===== src/rtl/pipe_ctrl_pkg.sv =====
// Shared types and constants for the pipelined main control decoder.
// Holds the opcode/ALU_op encodings, the control word and the per-stage register layouts.
package pipe_ctrl_pkg;

    localparam int OP_W    = 6;
    localparam int REG_W   = 5;
    localparam int ALUOP_W = 3;

    localparam logic [OP_W-1:0] OP_R     = 6'd0;
    localparam logic [OP_W-1:0] OP_BEQ   = 6'd4;
    localparam logic [OP_W-1:0] OP_BNE   = 6'd5;
    localparam logic [OP_W-1:0] OP_ADDI  = 6'd8;
    localparam logic [OP_W-1:0] OP_SLTIU = 6'd9;
    localparam logic [OP_W-1:0] OP_ORI   = 6'd13;
    localparam logic [OP_W-1:0] OP_LUI   = 6'd15;
    localparam logic [OP_W-1:0] OP_LW    = 6'd35;
    localparam logic [OP_W-1:0] OP_SW    = 6'd43;

    localparam logic [ALUOP_W-1:0] ALUOP_BRANCH = 3'd1;
    localparam logic [ALUOP_W-1:0] ALUOP_R      = 3'd2;
    localparam logic [ALUOP_W-1:0] ALUOP_ADDI   = 3'd3;
    localparam logic [ALUOP_W-1:0] ALUOP_SLTIU  = 3'd4;
    localparam logic [ALUOP_W-1:0] ALUOP_LUI    = 3'd5;
    localparam logic [ALUOP_W-1:0] ALUOP_ORI    = 3'd7;

    typedef struct packed {
        logic               alusrc;
        logic [ALUOP_W-1:0] aluop;
        logic [1:0]         regdst;
        logic               branch;
        logic               bne;
        logic               memread;
        logic               memwrite;
        logic               regwrite;
        logic [1:0]         memtoreg;
    } ctrl_t;

    localparam ctrl_t BUBBLE = '0;

    typedef struct packed {
        ctrl_t            ctrl;
        logic [REG_W-1:0] wreg;
    } ex_stage_t;

    typedef struct packed {
        logic             branch;
        logic             bne;
        logic             memread;
        logic             memwrite;
        logic             regwrite;
        logic [1:0]       memtoreg;
        logic [REG_W-1:0] wreg;
    } mem_stage_t;

    typedef struct packed {
        logic             regwrite;
        logic [1:0]       memtoreg;
        logic [REG_W-1:0] wreg;
    } wb_stage_t;

    function automatic ctrl_t make_ctrl(
        input logic               alusrc,
        input logic [ALUOP_W-1:0] aluop,
        input logic [1:0]         regdst,
        input logic               branch,
        input logic               bne,
        input logic               memread,
        input logic               memwrite,
        input logic               regwrite,
        input logic [1:0]         memtoreg
    );
        ctrl_t c;
        c.alusrc   = alusrc;
        c.aluop    = aluop;
        c.regdst   = regdst;
        c.branch   = branch;
        c.bne      = bne;
        c.memread  = memread;
        c.memwrite = memwrite;
        c.regwrite = regwrite;
        c.memtoreg = memtoreg;
        return c;
    endfunction

    function automatic mem_stage_t ex_to_mem(input ex_stage_t s);
        mem_stage_t m;
        m.branch   = s.ctrl.branch;
        m.bne      = s.ctrl.bne;
        m.memread  = s.ctrl.memread;
        m.memwrite = s.ctrl.memwrite;
        m.regwrite = s.ctrl.regwrite;
        m.memtoreg = s.ctrl.memtoreg;
        m.wreg     = s.wreg;
        return m;
    endfunction

    function automatic wb_stage_t mem_to_wb(input mem_stage_t s);
        wb_stage_t w;
        w.regwrite = s.regwrite;
        w.memtoreg = s.memtoreg;
        w.wreg     = s.wreg;
        return w;
    endfunction

endpackage


===== src/rtl/pipe_ctrl_decoder_if.sv =====
// Bundle between the IF/ID register, the control decoder and the datapath.
// slave = decoder side, master = CPU/datapath side.
interface pipe_ctrl_decoder_if;
    import pipe_ctrl_pkg::*;

    logic [31:0]        instr_i;
    logic               instr_valid_i;
    logic               flush_i;
    logic               stall_o;
    logic               illegal_o;
    logic               ex_alusrc_o;
    logic [ALUOP_W-1:0] ex_aluop_o;
    logic [1:0]         ex_regdst_o;
    logic [REG_W-1:0]   ex_wreg_o;
    logic               mem_branch_o;
    logic               mem_bne_o;
    logic               mem_memread_o;
    logic               mem_memwrite_o;
    logic [REG_W-1:0]   mem_wreg_o;
    logic               wb_regwrite_o;
    logic [1:0]         wb_memtoreg_o;
    logic [REG_W-1:0]   wb_wreg_o;

    modport slave (
        input  instr_i, instr_valid_i, flush_i,
        output stall_o, illegal_o,
               ex_alusrc_o, ex_aluop_o, ex_regdst_o, ex_wreg_o,
               mem_branch_o, mem_bne_o, mem_memread_o, mem_memwrite_o, mem_wreg_o,
               wb_regwrite_o, wb_memtoreg_o, wb_wreg_o
    );

    modport master (
        output instr_i, instr_valid_i, flush_i,
        input  stall_o, illegal_o,
               ex_alusrc_o, ex_aluop_o, ex_regdst_o, ex_wreg_o,
               mem_branch_o, mem_bne_o, mem_memread_o, mem_memwrite_o, mem_wreg_o,
               wb_regwrite_o, wb_memtoreg_o, wb_wreg_o
    );

endinterface


===== src/rtl/ctrl_decode_comb.sv =====
// Pure combinational opcode -> control word decoder, shared with the pipelined CPU.
// Unknown opcodes produce a bubble with legal_o low.
module ctrl_decode_comb
    import pipe_ctrl_pkg::*;
(
    input  logic [OP_W-1:0] op_i,
    output ctrl_t           ctrl_o,
    output logic            legal_o,
    output logic            use_rt_o
);

    // NOTE: every output gets a default before the case so no path leaves it unassigned (no latch).
    always_comb begin
        ctrl_o   = BUBBLE;
        legal_o  = 1'b1;
        use_rt_o = 1'b0;
        case (op_i)
            OP_R: begin
                ctrl_o   = make_ctrl(1'b0, ALUOP_R, 2'd1, 1'b0, 1'b0, 1'b0, 1'b0, 1'b1, 2'd0);
                use_rt_o = 1'b1;
            end
            OP_ADDI:  ctrl_o = make_ctrl(1'b1, ALUOP_ADDI,  2'd0, 1'b0, 1'b0, 1'b0, 1'b0, 1'b1, 2'd0);
            OP_SLTIU: ctrl_o = make_ctrl(1'b1, ALUOP_SLTIU, 2'd0, 1'b0, 1'b0, 1'b0, 1'b0, 1'b1, 2'd0);
            OP_ORI:   ctrl_o = make_ctrl(1'b1, ALUOP_ORI,   2'd0, 1'b0, 1'b0, 1'b0, 1'b0, 1'b1, 2'd0);
            OP_LUI:   ctrl_o = make_ctrl(1'b1, ALUOP_LUI,   2'd0, 1'b0, 1'b0, 1'b0, 1'b0, 1'b1, 2'd0);
            OP_BEQ: begin
                ctrl_o   = make_ctrl(1'b0, ALUOP_BRANCH, 2'd0, 1'b1, 1'b0, 1'b0, 1'b0, 1'b0, 2'd0);
                use_rt_o = 1'b1;
            end
            OP_BNE: begin
                ctrl_o   = make_ctrl(1'b0, ALUOP_BRANCH, 2'd0, 1'b1, 1'b1, 1'b0, 1'b0, 1'b0, 2'd0);
                use_rt_o = 1'b1;
            end
            OP_LW:    ctrl_o = make_ctrl(1'b1, ALUOP_ADDI, 2'd0, 1'b0, 1'b0, 1'b1, 1'b0, 1'b1, 2'd1);
            OP_SW: begin
                ctrl_o   = make_ctrl(1'b1, ALUOP_ADDI, 2'd0, 1'b0, 1'b0, 1'b0, 1'b1, 1'b0, 2'd0);
                use_rt_o = 1'b1;
            end
            default:  legal_o = 1'b0;
        endcase
    end

endmodule


===== src/rtl/pipe_ctrl_decoder.sv =====
// Pipelined main control: decodes in ID, carries control through ID/EX, EX/MEM and MEM/WB,
// and generates the load-use stall and branch-flush bubbles.
module pipe_ctrl_decoder
    import pipe_ctrl_pkg::*;
#(
    parameter int unsigned HAZARD_EN = 1
) (
    input  logic                clk_i,
    input  logic                rst_i,
    pipe_ctrl_decoder_if.slave  bus
);

    logic [OP_W-1:0]  op;
    logic [REG_W-1:0] rs, rt, rd;
    ctrl_t            dec_ctrl;
    logic             dec_legal, dec_use_rt;
    logic [REG_W-1:0] dec_wreg;
    logic             load_use;

    ex_stage_t  ex_d,  ex_q;
    mem_stage_t mem_d, mem_q;
    wb_stage_t  wb_d,  wb_q;
    logic       illegal_d, illegal_q;

    assign op = bus.instr_i[31:26];
    assign rs = bus.instr_i[25:21];
    assign rt = bus.instr_i[20:16];
    assign rd = bus.instr_i[15:11];

    // Immediate / shamt / funct bits are decoded downstream, not here.
    logic unused_ok;
    assign unused_ok = &{1'b0, bus.instr_i[10:0]};

    ctrl_decode_comb u_decode (
        .op_i     (op),
        .ctrl_o   (dec_ctrl),
        .legal_o  (dec_legal),
        .use_rt_o (dec_use_rt)
    );

    // A non-writing instruction carries wreg 0 so it can never match a hazard compare.
    assign dec_wreg = !dec_ctrl.regwrite   ? '0 :
                      (dec_ctrl.regdst == 2'd1) ? rd : rt;

    always_comb begin
        load_use = 1'b0;
        if (HAZARD_EN != 0 && bus.instr_valid_i && !bus.flush_i &&
            ex_q.ctrl.memread && ex_q.wreg != '0) begin
            load_use = (dec_legal && ex_q.wreg == rs) || (dec_use_rt && ex_q.wreg == rt);
        end
    end

    always_comb begin
        ex_d      = '0;
        illegal_d = 1'b0;
        if (!bus.flush_i && bus.instr_valid_i && !load_use) begin
            if (dec_legal) begin
                ex_d.ctrl = dec_ctrl;
                ex_d.wreg = dec_wreg;
            end else begin
                illegal_d = 1'b1;
            end
        end
        mem_d = bus.flush_i ? '0 : ex_to_mem(ex_q);
        wb_d  = mem_to_wb(mem_q);
    end

    // NOTE: state registers use non-blocking assignments so all stages update from pre-edge values.
    always_ff @(posedge clk_i or posedge rst_i) begin
        if (rst_i) begin
            ex_q      <= '0;
            mem_q     <= '0;
            wb_q      <= '0;
            illegal_q <= 1'b0;
        end else begin
            ex_q      <= ex_d;
            mem_q     <= mem_d;
            wb_q      <= wb_d;
            illegal_q <= illegal_d;
        end
    end

    assign bus.stall_o        = load_use;
    assign bus.illegal_o      = illegal_q;
    assign bus.ex_alusrc_o    = ex_q.ctrl.alusrc;
    assign bus.ex_aluop_o     = ex_q.ctrl.aluop;
    assign bus.ex_regdst_o    = ex_q.ctrl.regdst;
    assign bus.ex_wreg_o      = ex_q.wreg;
    assign bus.mem_branch_o   = mem_q.branch;
    assign bus.mem_bne_o      = mem_q.bne;
    assign bus.mem_memread_o  = mem_q.memread;
    assign bus.mem_memwrite_o = mem_q.memwrite;
    assign bus.mem_wreg_o     = mem_q.wreg;
    assign bus.wb_regwrite_o  = wb_q.regwrite;
    assign bus.wb_memtoreg_o  = wb_q.memtoreg;
    assign bus.wb_wreg_o      = wb_q.wreg;

endmodule


===== src/flat_wrapper.sv =====
// flat-port wrapper written by rule: the top's interface ports become plain ports
module pipe_ctrl_decoder_flat import pipe_ctrl_pkg::*;
#(
    parameter int unsigned HAZARD_EN = 1
)
  (clk_i, rst_i, bus_instr_i, bus_instr_valid_i, bus_flush_i, bus_stall_o, bus_illegal_o, bus_ex_alusrc_o, bus_ex_aluop_o, bus_ex_regdst_o, bus_ex_wreg_o, bus_mem_branch_o, bus_mem_bne_o, bus_mem_memread_o, bus_mem_memwrite_o, bus_mem_wreg_o, bus_wb_regwrite_o, bus_wb_memtoreg_o, bus_wb_wreg_o);
  pipe_ctrl_decoder_if bus_i ();
  input  logic clk_i;
  input  logic rst_i;
  input wire logic [$bits(bus_i.instr_i)-1:0] bus_instr_i;
  input wire logic [$bits(bus_i.instr_valid_i)-1:0] bus_instr_valid_i;
  input wire logic [$bits(bus_i.flush_i)-1:0] bus_flush_i;
  output wire logic [$bits(bus_i.stall_o)-1:0] bus_stall_o;
  output wire logic [$bits(bus_i.illegal_o)-1:0] bus_illegal_o;
  output wire logic [$bits(bus_i.ex_alusrc_o)-1:0] bus_ex_alusrc_o;
  output wire logic [$bits(bus_i.ex_aluop_o)-1:0] bus_ex_aluop_o;
  output wire logic [$bits(bus_i.ex_regdst_o)-1:0] bus_ex_regdst_o;
  output wire logic [$bits(bus_i.ex_wreg_o)-1:0] bus_ex_wreg_o;
  output wire logic [$bits(bus_i.mem_branch_o)-1:0] bus_mem_branch_o;
  output wire logic [$bits(bus_i.mem_bne_o)-1:0] bus_mem_bne_o;
  output wire logic [$bits(bus_i.mem_memread_o)-1:0] bus_mem_memread_o;
  output wire logic [$bits(bus_i.mem_memwrite_o)-1:0] bus_mem_memwrite_o;
  output wire logic [$bits(bus_i.mem_wreg_o)-1:0] bus_mem_wreg_o;
  output wire logic [$bits(bus_i.wb_regwrite_o)-1:0] bus_wb_regwrite_o;
  output wire logic [$bits(bus_i.wb_memtoreg_o)-1:0] bus_wb_memtoreg_o;
  output wire logic [$bits(bus_i.wb_wreg_o)-1:0] bus_wb_wreg_o;
  assign bus_i.instr_i = bus_instr_i;
  assign bus_i.instr_valid_i = bus_instr_valid_i;
  assign bus_i.flush_i = bus_flush_i;
  assign bus_stall_o = bus_i.stall_o;
  assign bus_illegal_o = bus_i.illegal_o;
  assign bus_ex_alusrc_o = bus_i.ex_alusrc_o;
  assign bus_ex_aluop_o = bus_i.ex_aluop_o;
  assign bus_ex_regdst_o = bus_i.ex_regdst_o;
  assign bus_ex_wreg_o = bus_i.ex_wreg_o;
  assign bus_mem_branch_o = bus_i.mem_branch_o;
  assign bus_mem_bne_o = bus_i.mem_bne_o;
  assign bus_mem_memread_o = bus_i.mem_memread_o;
  assign bus_mem_memwrite_o = bus_i.mem_memwrite_o;
  assign bus_mem_wreg_o = bus_i.mem_wreg_o;
  assign bus_wb_regwrite_o = bus_i.wb_regwrite_o;
  assign bus_wb_memtoreg_o = bus_i.wb_memtoreg_o;
  assign bus_wb_wreg_o = bus_i.wb_wreg_o;
  pipe_ctrl_decoder #(.HAZARD_EN(HAZARD_EN)) u_core (.clk_i(clk_i), .rst_i(rst_i), .bus(bus_i));
endmodule

===== config.mk =====
export PLATFORM = sky130hd
export DESIGN_NAME = pipe_ctrl_decoder_flat
export DESIGN_NICKNAME = d
export VERILOG_FILES = /design/src/rtl/pipe_ctrl_pkg.sv /design/src/rtl/pipe_ctrl_decoder_if.sv /design/src/rtl/ctrl_decode_comb.sv /design/src/rtl/pipe_ctrl_decoder.sv /design/src/flat_wrapper.sv
export SDC_FILE = /design/constraint.sdc
export NUM_CORES = 1
export LEC_CHECK = 0
export ABC_CLOCK_PERIOD_IN_PS = 1970
export BUFFER_PORTS_ARGS = -buffer_cell sky130_fd_sc_hd__buf_2
export CAP_MARGIN = 20
export CELL_PAD_IN_SITES_DETAIL_PLACEMENT = 2
export CELL_PAD_IN_SITES_GLOBAL_PLACEMENT = 2
export CORE_MARGIN = 2
export CORE_UTILIZATION = 26
export DETAILED_ROUTE_END_ITERATION = 10
export PLACE_DENSITY = 0.8
export SLEW_MARGIN = 20
export SYNTH_ARGS = -nofsm -noshare
export SYNTH_HDL_FRONTEND = slang
export SYNTH_SLANG_ARGS = --single-unit

===== constraint.sdc =====
create_clock -name clk_i -period 1.97 [get_ports clk_i]
set_input_delay 0.394 -clock clk_i [delete_from_list [all_inputs] [get_ports clk_i]]
set_output_delay 0.394 -clock clk_i [all_outputs]
set_load 0.005 [all_outputs]

==> impl_results.html, run 1 <==
<table>
<tr><th>Metric</th><th>Value</th></tr>
<tr><th colspan="2">Power and ir drop</th></tr>
<tr><td>Internal Dissipation</td><td>around 1.2 mW</td></tr>
<tr><td>Sequential power share</td><td>0.440</td></tr>
<tr><td>Combinational share of power</td><td>0.133</td></tr>
<tr><td>Clock power share</td><td>0.427</td></tr>
<tr><td>Peak supply drop</td><td>344 uV</td></tr>
<tr><td>P_leak</td><td>1.20 nW</td></tr>
<tr><td>Sw Share</td><td>0.242</td></tr>
<tr><td>Total net switching power</td><td>379 uW</td></tr>
<tr><td>Pwr Density</td><td>~630 mW/mm^2</td></tr>
<tr><th colspan="2">Critical path</th></tr>
<tr><td>Critical Path Start</td><td>u_core.bus.ex_wreg_o[2]$_DFF_PP0_</td></tr>
<tr><td>Required time of the critical path</td><td>1580 ps</td></tr>
<tr><td>Cell at the slowest stage of the critical path</td><td>or4_4</td></tr>
<tr><td>Arrival time worst endpoint</td><td>1950 ps</td></tr>
<tr><td>Classification of the worst setup path</td><td>flip-flop to output port</td></tr>
<tr><td>Startpoint of the lowest-slack register-to-register path</td><td>u_core.bus.ex_wreg_o[2]$_DFF_PP0_</td></tr>
<tr><td>Count of buffering cells on the critical path with inverters included</td><td>2</td></tr>
<tr><td>Startpoint Class</td><td>flip-flop</td></tr>
<tr><td>Sort of element at the end of the critical path</td><td>output port</td></tr>
<tr><td>R2r endpoint</td><td>u_core.bus.ex_aluop_o[2]$_DFF_PP0_</td></tr>
<tr><td>Largest fanout of any net on the critical path</td><td>4</td></tr>
<tr><td>Cell family contributing the most delay on the critical path</td><td>simple AND/OR/NAND/NOR gates</td></tr>
<tr><td>End of the critical path</td><td>bus_stall_o</td></tr>
<tr><td>R2r setup slk</td><td>-340 ps</td></tr>
<tr><td>Number of cells on the critical path</td><td>5</td></tr>
<tr><td>List of cells traversed by the critical path</td><td>or4_4 &gt; o211ai_1 &gt; buf_4 &gt; a21oi_2 &gt; buf_2</td></tr>
<tr><td>Worst path max stage delay</td><td>540 ps</td></tr>
<tr><td>Cell count of the worst reg-to-reg path</td><td>8</td></tr>
<tr><th colspan="2">STA</th></tr>
<tr><td>Slew of the pin with the lowest slew margin</td><td>566 ps</td></tr>
<tr><td>Final setup vio count</td><td>16</td></tr>
<tr><td>Fmax achieved</td><td>427 MHz</td></tr>
<tr><td>Ratio of final minimum period to clock period</td><td>1.19</td></tr>
<tr><td>Setup WS post-layout</td><td>-372 ps</td></tr>
<tr><td>Final worst clock skew</td><td>approximately 14 ps</td></tr>
<tr><td>Max_slew headroom</td><td>0.623</td></tr>
<tr><td>Number of max-slew violations in the final report</td><td>0</td></tr>
<tr><td>Tmin final</td><td>2340 ps</td></tr>
<tr><td>Setup repair after global routing missed its margin</td><td>yes</td></tr>
<tr><td>Hold violation total from the final report</td><td>0</td></tr>
<tr><td>Hold Worst Slack</td><td>between 150 and 200 ps</td></tr>
<tr><th colspan="2">GRT</th></tr>
<tr><td>Total routing usage reported by global routing</td><td>0.174</td></tr>
<tr><td>Number of global-route vias before repair</td><td>around 1,600</td></tr>
<tr><td>Overflow left after global routing</td><td>0</td></tr>
<tr><td>Initial antenna violation count</td><td>0</td></tr>
<tr><td>Largest net degree at the start of global routing</td><td>34</td></tr>
<tr><td>Wire length of the first global-routing pass</td><td>8470 um</td></tr>
<tr><th colspan="2">Drt</th></tr>
<tr><td>Antenna viol nets, final</td><td>0</td></tr>
<tr><td>Vias post-DR</td><td>1,393</td></tr>
<tr><td>Wirelength, routed</td><td>5820 um</td></tr>
<tr><td>Detailed-route DRC error count</td><td>0</td></tr>
<tr><td>Via-to-Cell Ratio</td><td>between 4 and 5</td></tr>
<tr><td>Number of detailed-routing iterations run before antenna repair</td><td>4</td></tr>
<tr><td>Violation count after the first detailed-routing iteration</td><td>34</td></tr>
<tr><td>Routed wirelength normalized by instance count</td><td>~20 um</td></tr>
<tr><th colspan="2">Worst hold path</th></tr>
<tr><td>Type of the worst min-delay path</td><td>input pin to async pin</td></tr>
<tr><th colspan="2">Die</th></tr>
<tr><td>Site Rows</td><td>28</td></tr>
<tr><td>Count of boundary I/O pins</td><td>66</td></tr>
<tr><td>Die area</td><td>0.00683 mm^2</td></tr>
<tr><td>Effective utilization at floorplan</td><td>0.270</td></tr>
<tr><td>Overall die height</td><td>82.7 um</td></tr>
<tr><td>Die extent in x</td><td>82.7 um</td></tr>
<tr><td>Core area</td><td>0.00596 mm^2</td></tr>
<tr><th colspan="2">Cells and area</th></tr>
<tr><td>Antenna diodes</td><td>0</td></tr>
<tr><td>Share of final-layout standard cells stronger than drive strength 1</td><td>0.596</td></tr>
<tr><td>End-of-flow core utilization</td><td>0.418</td></tr>
<tr><td>Final layout net count</td><td>about 250</td></tr>
<tr><td>Syn-to-layout area delta</td><td>54.7%</td></tr>
<tr><th colspan="2">Placement</th></tr>
<tr><td>Number of buffer cells added on primary ports</td><td>52</td></tr>
<tr><td>Routability cong.</td><td>0.815</td></tr>
<tr><td>DP HPWL</td><td>3380 um</td></tr>
<tr><th colspan="2">Clocking</th></tr>
<tr><td>Post-CTS clock slew at the launch and capture registers of the worst setup and hold paths</td><td>about 80 ps</td></tr>
<tr><td>Longest Clk Path Bufs</td><td>2</td></tr>
<tr><td>CTS tree</td><td>yes</td></tr>
<tr><td>Number of levels in the clock H-tree</td><td>2</td></tr>
<tr><td>Worst-skew pair later-pin latency</td><td>a little under 300 ps</td></tr>
<tr><td>CTS Buf Count</td><td>5</td></tr>
<tr><td>Clk root buf</td><td>clkbuf_8</td></tr>
<tr><td>Sinks on the clock net</td><td>33</td></tr>
<tr><th colspan="2">Synthesis</th></tr>
<tr><td>Most instantiated flip-flop cell in the synthesis netlist</td><td>dfrtp_1</td></tr>
<tr><td>Number of unique standard cell types used by synthesis</td><td>37</td></tr>
<tr><td>Yosys warning total</td><td>0</td></tr>
<tr><td>Post-synth ARST share</td><td>1.00</td></tr>
<tr><td>Top cell type by total area after synthesis</td><td>dfrtp_1</td></tr>
<tr><td>Fraction of the yosys area taken by sequential cells</td><td>0.513</td></tr>
<tr><td>Cell count after synthesis</td><td>142</td></tr>
<tr><td>Area fraction of the dominant cell type after synthesis</td><td>0.513</td></tr>
<tr><td>Top post-synthesis cells by area</td><td>dfrtp_1, buf_4, xnor2_1</td></tr>
<tr><td>Number of flops mapped to enable cells by yosys</td><td>0</td></tr>
<tr><td>Post-synthesis sequential element count</td><td>33</td></tr>
<tr><td>Netlist Area Pre-Place</td><td>between 0.0015 and 0.002 mm^2</td></tr>
<tr><td>Per-instance average area after synthesis</td><td>11.3 um^2</td></tr>
<tr><th colspan="2">Run</th></tr>
<tr><td>Max-cap violation count</td><td>0</td></tr>
<tr><th colspan="2">Outcome</th></tr>
<tr><td>Status</td><td>complete, but fails checks</td></tr>
<tr><td>Violations in the final reports</td><td>negative setup slack</td></tr>
</table>
==> metal layers <==
metal / GRT usage / vias to the layer above / routed length, um
met5: 0 / - / 0
met4: 0.0934 / 0 / 102
met3: 0.0337 / 9 / 247
met2: 0.319 / 47 / 3250
met1: 0.188 / 713 / 2220
li1: - / 624 / -
==> power by group through the flow <==
stage | clock network [mW] | registers [mW] | logic [mW]
2_1_floorplan | 0 | 0.699 | 0.0944
3_3_place_gp | 0 | 0.699 | 0.164
3_5_place_dp | 0 | 0.700 | 0.173
4_1_cts | 0.683 | 0.687 | 0.193
5_1_grt | 0.714 | 0.688 | 0.225
6_report | 0.668 | 0.687 | 0.208
==> synth_stat cells, drive strengths merged (3+ instances only) <==
library cell / number
xnor2: 9
nor2b: 11
nand3: 5
nand2: 6
mux2i: 5
clkbuf: 3
buf: 20
inv: 3
or4: 5
nor4: 9
nor3: 7
nor2: 4
dfrtp: 33
nand2b: 4
==> metrics by stage <==
stage	cell area (um^2)	total power, mW	instances	setup WS (ps)	setup TNS [ps]
5_1_grt	2490	1.63	293	-417	-4380
3_5_place_dp	2040	0.873	273	-274	-1590
6_report	2490	1.56	293	-372	-3630
3_3_place_gp	2040	0.864	273	-216	-711
2_1_floorplan	1660	0.794	143	-35.6	-47.6
4_1_cts	2360	1.56	288	-283	-1780
==> final cells by class <==
class	instances	area, um^2
flip-flops and latches	33	830
repair buffers	90	621
fillers	640	3470
clock buffers	7	86.3
inverters	3	11.3
clock inverters	1	30.0
multi-input cells	84	818
well taps	75	93.8
==> cell usage in the layout, fill, tap and decap left out, drive strengths merged, types with 2 or more instances in the layout <==
cell type and instances:
a21oi 2, buf 90, clkbuf 7, conb 2, dfrtp 33, inv 3
mux2i 5, nand2 6, nand2b 4, nand3 5, nor2 4, nor2b 11
nor3 7, nor4 9, o21a 2, or4 5, xnor2 9
==> worst register-to-register path: cells and delay by family, from the launching register on <==
| kind | cells | cell delay (ps) |
|---|---|---|
| AOI/OAI and AO/OA | 2 | 370 |
| DFF | 1 | 480 |
| buffers and inverters | 4 | 570 |
| and+or+nand+nor | 2 | 790 |
==> registers in the layout, summed over array words and instances, names as in the netlist <==
name                       flops
u_core.bus.ex_aluop_o          3
u_core.bus.ex_alusrc_o         1
u_core.bus.ex_regdst_o         1
u_core.bus.ex_wreg_o           5
u_core.bus.illegal_o           1
u_core.bus.mem_bne_o           1
u_core.bus.mem_branch_o        1
u_core.bus.mem_memwrite_o      1
u_core.bus.mem_wreg_o          5
u_core.bus.wb_memtoreg_o       1
u_core.bus.wb_regwrite_o       1
u_core.bus.wb_wreg_o           5
u_core.ex_q                    5
u_core.mem_q                   2
==> logic make-up after synthesis <==
logic type | synth area share
other | 0.00233
DFF | 0.513
AOI/OAI and AO/OA | 0.0607
and+or+nand+nor | 0.232
xor gates and xnor gates | 0.0544
muxes | 0.0311
buffers and inverters | 0.107
==> how the worst min path moves through the flow <==
stage	start	to	slack [ps]	cells past startpoint
after floorplan	u_core.mem_q[7]$_DFF_PP0_	u_core.bus.wb_regwrite_o$_DFF_PP0_	330	0
after global placement	u_core.mem_q[7]$_DFF_PP0_	u_core.bus.wb_regwrite_o$_DFF_PP0_	330	0
after detailed placement	u_core.mem_q[7]$_DFF_PP0_	u_core.bus.wb_regwrite_o$_DFF_PP0_	360	0
after CTS	rst_i	u_core.bus.ex_wreg_o[0]$_DFF_PP0_	190	3
after global routing	rst_i	u_core.bus.ex_wreg_o[2]$_DFF_PP0_	240	3
final	rst_i	u_core.bus.ex_wreg_o[2]$_DFF_PP0_	190	3
==> timing repair <==
item,CTS,global route
pin swaps,13,4
setup buffers,6,7
cloned,1,0
setup endpoints to repair,6,16
resized for setup,22,18
hold buffers,0,0
Note: power is estimated with default switching activity, not from simulation.
==> inputs of run 2 (changes only) <==
--- a/config.mk
+++ b/config.mk
@@ -5,15 +5,16 @@
 export SDC_FILE = /design/constraint.sdc
 export NUM_CORES = 1
 export LEC_CHECK = 0
-export ABC_CLOCK_PERIOD_IN_PS = 1970
+export ABC_CLOCK_PERIOD_IN_PS = 3000
 export BUFFER_PORTS_ARGS = -buffer_cell sky130_fd_sc_hd__buf_2
 export CAP_MARGIN = 20
 export CELL_PAD_IN_SITES_DETAIL_PLACEMENT = 2
 export CELL_PAD_IN_SITES_GLOBAL_PLACEMENT = 2
 export CORE_MARGIN = 2
-export CORE_UTILIZATION = 26
+export CORE_UTILIZATION = 31
 export DETAILED_ROUTE_END_ITERATION = 10
-export PLACE_DENSITY = 0.8
+export PLACE_DENSITY = 0.89
+export SKIP_LAST_GASP = 1
 export SLEW_MARGIN = 20
 export SYNTH_ARGS = -nofsm -noshare
 export SYNTH_HDL_FRONTEND = slang
==> constraint.sdc (replaced) <==
create_clock -name clk_i -period 3 [get_ports clk_i]
set_input_delay 0.6 -clock clk_i [delete_from_list [all_inputs] [get_ports clk_i]]
set_output_delay 0.6 -clock clk_i [all_outputs]
set_load 0.005 [all_outputs]
==> run 2 against run 1 <==
Compared with the run above:
- die area shrank 15%
- the flow now finishes without violations
- core utilization shrank 3.5 points
- clock-buffer cell count shrank 2
==> impl_results.html, run 2 (synthesis gave the netlist of run 1 again) <==
<table>
<tr><th>Metric</th><th>Value</th></tr>
<tr><th colspan="2">Power and ir drop</th></tr>
<tr><td>Sw Share</td><td>0.257 (+0.0142)</td></tr>
<tr><td>Combinational share of power</td><td>0.104 (-0.029)</td></tr>
<tr><td>P_leak</td><td>0.972 nW (-19%)</td></tr>
<tr><td>Peak supply drop</td><td>176 uV (-49%)</td></tr>
<tr><td>Sequential power share</td><td>0.521 (+0.081)</td></tr>
<tr><td>Clock power share</td><td>0.375 (-0.052)</td></tr>
<tr><td>Total net switching power</td><td>222 uW (-41%)</td></tr>
<tr><td>Pwr Density</td><td>449 mW/mm^2 (-29%)</td></tr>
<tr><td>Internal Dissipation</td><td>644 uW (-46%)</td></tr>
<tr><th colspan="2">Critical path</th></tr>
<tr><td>Worst path max stage delay</td><td>520 ps (-20 ps)</td></tr>
<tr><td>Required time of the critical path</td><td>2400 ps (+820 ps)</td></tr>
<tr><td>Cell at the slowest stage of the critical path</td><td>or4_1</td></tr>
<tr><td>Classification of the worst setup path</td><td>input pin to output port</td></tr>
<tr><td>Arrival time worst endpoint</td><td>2230 ps (+280 ps)</td></tr>
<tr><td>List of cells traversed by the critical path</td><td>buf_2 &gt; nand3_1 &gt; o21a_1 &gt; and2_1 &gt; or4_1 &gt; a21oi_1 &gt; buf_2</td></tr>
<tr><td>Largest fanout of any net on the critical path</td><td>9 (+5)</td></tr>
<tr><td>Sort of element at the end of the critical path</td><td>output port</td></tr>
<tr><td>Most frequent cell on the critical path</td><td>buf_2</td></tr>
<tr><td>Startpoint Class</td><td>input pin</td></tr>
<tr><th colspan="2">Cells and area</th></tr>
<tr><td>Final cell count without fillers</td><td>254 (-13%)</td></tr>
<tr><td>Register area</td><td>826 um^2 (-0.45%)</td></tr>
<tr><td>Final layout net count</td><td>219 (-13%)</td></tr>
<tr><td>Share of final-layout standard cells stronger than drive strength 1</td><td>0.424 (-0.172)</td></tr>
<tr><td>Syn-to-layout area delta</td><td>19.9%</td></tr>
<tr><td>Layout filler cell count</td><td>550 (-14%)</td></tr>
<tr><td>Area of combinational cells with multiple inputs</td><td>616 um^2 (-25%)</td></tr>
<tr><td>Leading cell type in the layout, fill and taps excluded</td><td>buf_2</td></tr>
<tr><td>Most used cells in the layout excluding fill and tap cells</td><td>buf_2, dfrtp_1, nor2b_1, xnor2_1, nand2_1</td></tr>
<tr><td>Antenna diodes</td><td>0 (unchanged)</td></tr>
<tr><th colspan="2">Outcome</th></tr>
<tr><td>Status</td><td>finished clean</td></tr>
<tr><th colspan="2">Clocking</th></tr>
<tr><td>Setup bufs post-CTS</td><td>0 (-6)</td></tr>
<tr><td>Number of levels in the clock H-tree</td><td>2 (unchanged)</td></tr>
<tr><td>Longest Clk Path Bufs</td><td>2 (unchanged)</td></tr>
<tr><td>Sinks on the clock net</td><td>33 (unchanged)</td></tr>
<tr><td>CTS tree</td><td>yes</td></tr>
<tr><td>CTS Buf Count</td><td>5 (unchanged)</td></tr>
<tr><td>Hold buffer count at CTS</td><td>0 (unchanged)</td></tr>
<tr><td>Number of gates given a new drive strength after cts</td><td>0 (-100%)</td></tr>
<tr><td>Clk root buf</td><td>clkbuf_8</td></tr>
<tr><td>Post-CTS clock slew at the launch and capture registers of the worst setup and hold paths</td><td>70 ps (about the same)</td></tr>
<tr><td>Worst-skew pair later-pin latency</td><td>280 ps (about the same)</td></tr>
<tr><th colspan="2">Drt</th></tr>
<tr><td>Violation count after the first detailed-routing iteration</td><td>47 (+38%)</td></tr>
<tr><td>Antenna viol nets, final</td><td>0 (unchanged)</td></tr>
<tr><td>Routed wirelength normalized by instance count</td><td>16.8 um (-15%)</td></tr>
<tr><td>Vias post-DR</td><td>1,216 (-13%)</td></tr>
<tr><td>Number of detailed-routing iterations run before antenna repair</td><td>4 (unchanged)</td></tr>
<tr><td>Wirelength, routed</td><td>4280 um (-26%)</td></tr>
<tr><td>Detailed-route DRC error count</td><td>0 (unchanged)</td></tr>
<tr><td>Via-to-Cell Ratio</td><td>4.79 (+0.70%)</td></tr>
<tr><th colspan="2">Worst hold path</th></tr>
<tr><td>Type of the worst min-delay path</td><td>flip-flop to flip-flop</td></tr>
<tr><th colspan="2">GRT</th></tr>
<tr><td>Initial antenna violation count</td><td>0 (unchanged)</td></tr>
<tr><td>Largest net degree at the start of global routing</td><td>34 (unchanged)</td></tr>
<tr><td>Overflow left after global routing</td><td>0 (unchanged)</td></tr>
<tr><td>Number of global-route vias before repair</td><td>1,386 (-12%)</td></tr>
<tr><td>Total routing usage reported by global routing</td><td>0.160 (-0.0140)</td></tr>
<tr><td>Wire length of the first global-routing pass</td><td>7220 um (-15%)</td></tr>
<tr><th colspan="2">STA</th></tr>
<tr><td>Setup TNS</td><td>0 ps (+3630 ps)</td></tr>
<tr><td>Number of max-slew violations in the final report</td><td>0 (unchanged)</td></tr>
<tr><td>Setup WS post-layout</td><td>166 ps (+538 ps)</td></tr>
<tr><td>Setup repair after global routing missed its margin</td><td>no</td></tr>
<tr><td>Hold violation total from the final report</td><td>0 (unchanged)</td></tr>
<tr><td>Ratio of final minimum period to clock period</td><td>0.945</td></tr>
<tr><td>Final worst clock skew</td><td>5.54 ps (-8.60 ps)</td></tr>
<tr><td>Fmax achieved</td><td>353 MHz</td></tr>
<tr><td>Tmin final</td><td>around 2800 ps</td></tr>
<tr><td>Max_slew headroom</td><td>0.522 (-0.101)</td></tr>
<tr><td>Slew of the pin with the lowest slew margin</td><td>718 ps (+152 ps)</td></tr>
<tr><td>Hold Worst Slack</td><td>357 ps (+168 ps)</td></tr>
<tr><td>Final setup vio count</td><td>0 (-16)</td></tr>
<tr><th colspan="2">Die</th></tr>
<tr><td>Core area</td><td>0.00504 mm^2 (-15%)</td></tr>
<tr><td>Die area</td><td>0.00578 mm^2 (-15%)</td></tr>
<tr><td>Count of boundary I/O pins</td><td>66 (unchanged)</td></tr>
<tr><td>Die extent in x</td><td>76.0 um (-8.0%)</td></tr>
<tr><td>Site Rows</td><td>26 (-7.1%)</td></tr>
<tr><td>Effective utilization at floorplan</td><td>0.319 (+0.0489)</td></tr>
<tr><td>Overall die height</td><td>76.0 um (-8.0%)</td></tr>
<tr><th colspan="2">Placement</th></tr>
<tr><td>Placement-stage worst setup slack</td><td>181 ps (+454 ps)</td></tr>
<tr><td>DP Cell Count</td><td>246 (-9.9%)</td></tr>
<tr><td>Number of buffer cells added on primary ports</td><td>52 (unchanged)</td></tr>
<tr><td>Routability cong.</td><td>0.769 (-5.7%)</td></tr>
<tr><td>DP HPWL</td><td>3270 um (-3.4%)</td></tr>
<tr><th colspan="2">Run</th></tr>
<tr><td>Max-cap violation count</td><td>0 (unchanged)</td></tr>
</table>
## run 2: layer usage
metal  up-vias  GRT usage  wire [um]
met3         8     0.0509        255
li1        551          -          -
met5         -          0          0
met2        44      0.296       2320
met1       613      0.169       1610
met4         0     0.0618         96
## run 2: final cells by class
type	instances	share of cell area
flip-flops and latches	33	0.428
multi-input cells	84	0.319
repair buffers	56	0.157
well taps	70	0.0454
clock buffers	5	0.0357
clock inverters	3	0.00908
inverters	3	0.00584
## run 2: worst paths after layout
path                       cells after the start                              start                                  to  slack [ps]
min reg2reg                                    0          u_core.mem_q[7]$_DFF_PP0_  u_core.bus.wb_regwrite_o$_DFF_PP0_         360
max in group asynchronous                      3                              rst_i  u_core.bus.mem_wreg_o[4]$_DFF_PP0_        2300
min                                            0          u_core.mem_q[7]$_DFF_PP0_  u_core.bus.wb_regwrite_o$_DFF_PP0_         360
min in group asynchronous                      3                              rst_i   u_core.bus.mem_branch_o$_DFF_PP0_         400
max reg2reg                                    6  u_core.bus.ex_wreg_o[1]$_DFF_PP0_           u_core.ex_q[10]$_DFF_PP0_         870
max                                            7                    bus_instr_i[29]                         bus_stall_o         170
## run 2: power groups by stage
stage          Combinational (mW)  Sequential [mW]  Clock [mW]
2_1_floorplan              0.0559            0.459           0
3_3_place_gp               0.0854            0.459           0
3_5_place_dp               0.0903            0.460           0
4_1_cts                    0.0913            0.451       0.336
5_1_grt                     0.101            0.451       0.352
6_report                   0.0898            0.451       0.325
## run 2: worst max-delay path, delay by kind of cell
| kind | cells | cell delay, ps |
|---|---|---|
| AO/OA/AOI/OAI | 2 | 400 |
| buffers and inverters | 2 | 340 |
| AND/OR/NAND/NOR | 3 | 890 |
## run 2: metrics by stage
step / total power, mW / instance area (um^2) / util
6_report: 0.866 / 1930 / 0.383
5_1_grt: 0.904 / 1930 / 0.383
4_1_cts: 0.878 / 1930 / 0.383
3_5_place_dp: 0.550 / 1840 / 0.366
3_3_place_gp: 0.544 / 1840 / 0.366
2_1_floorplan: 0.515 / 1610 / -
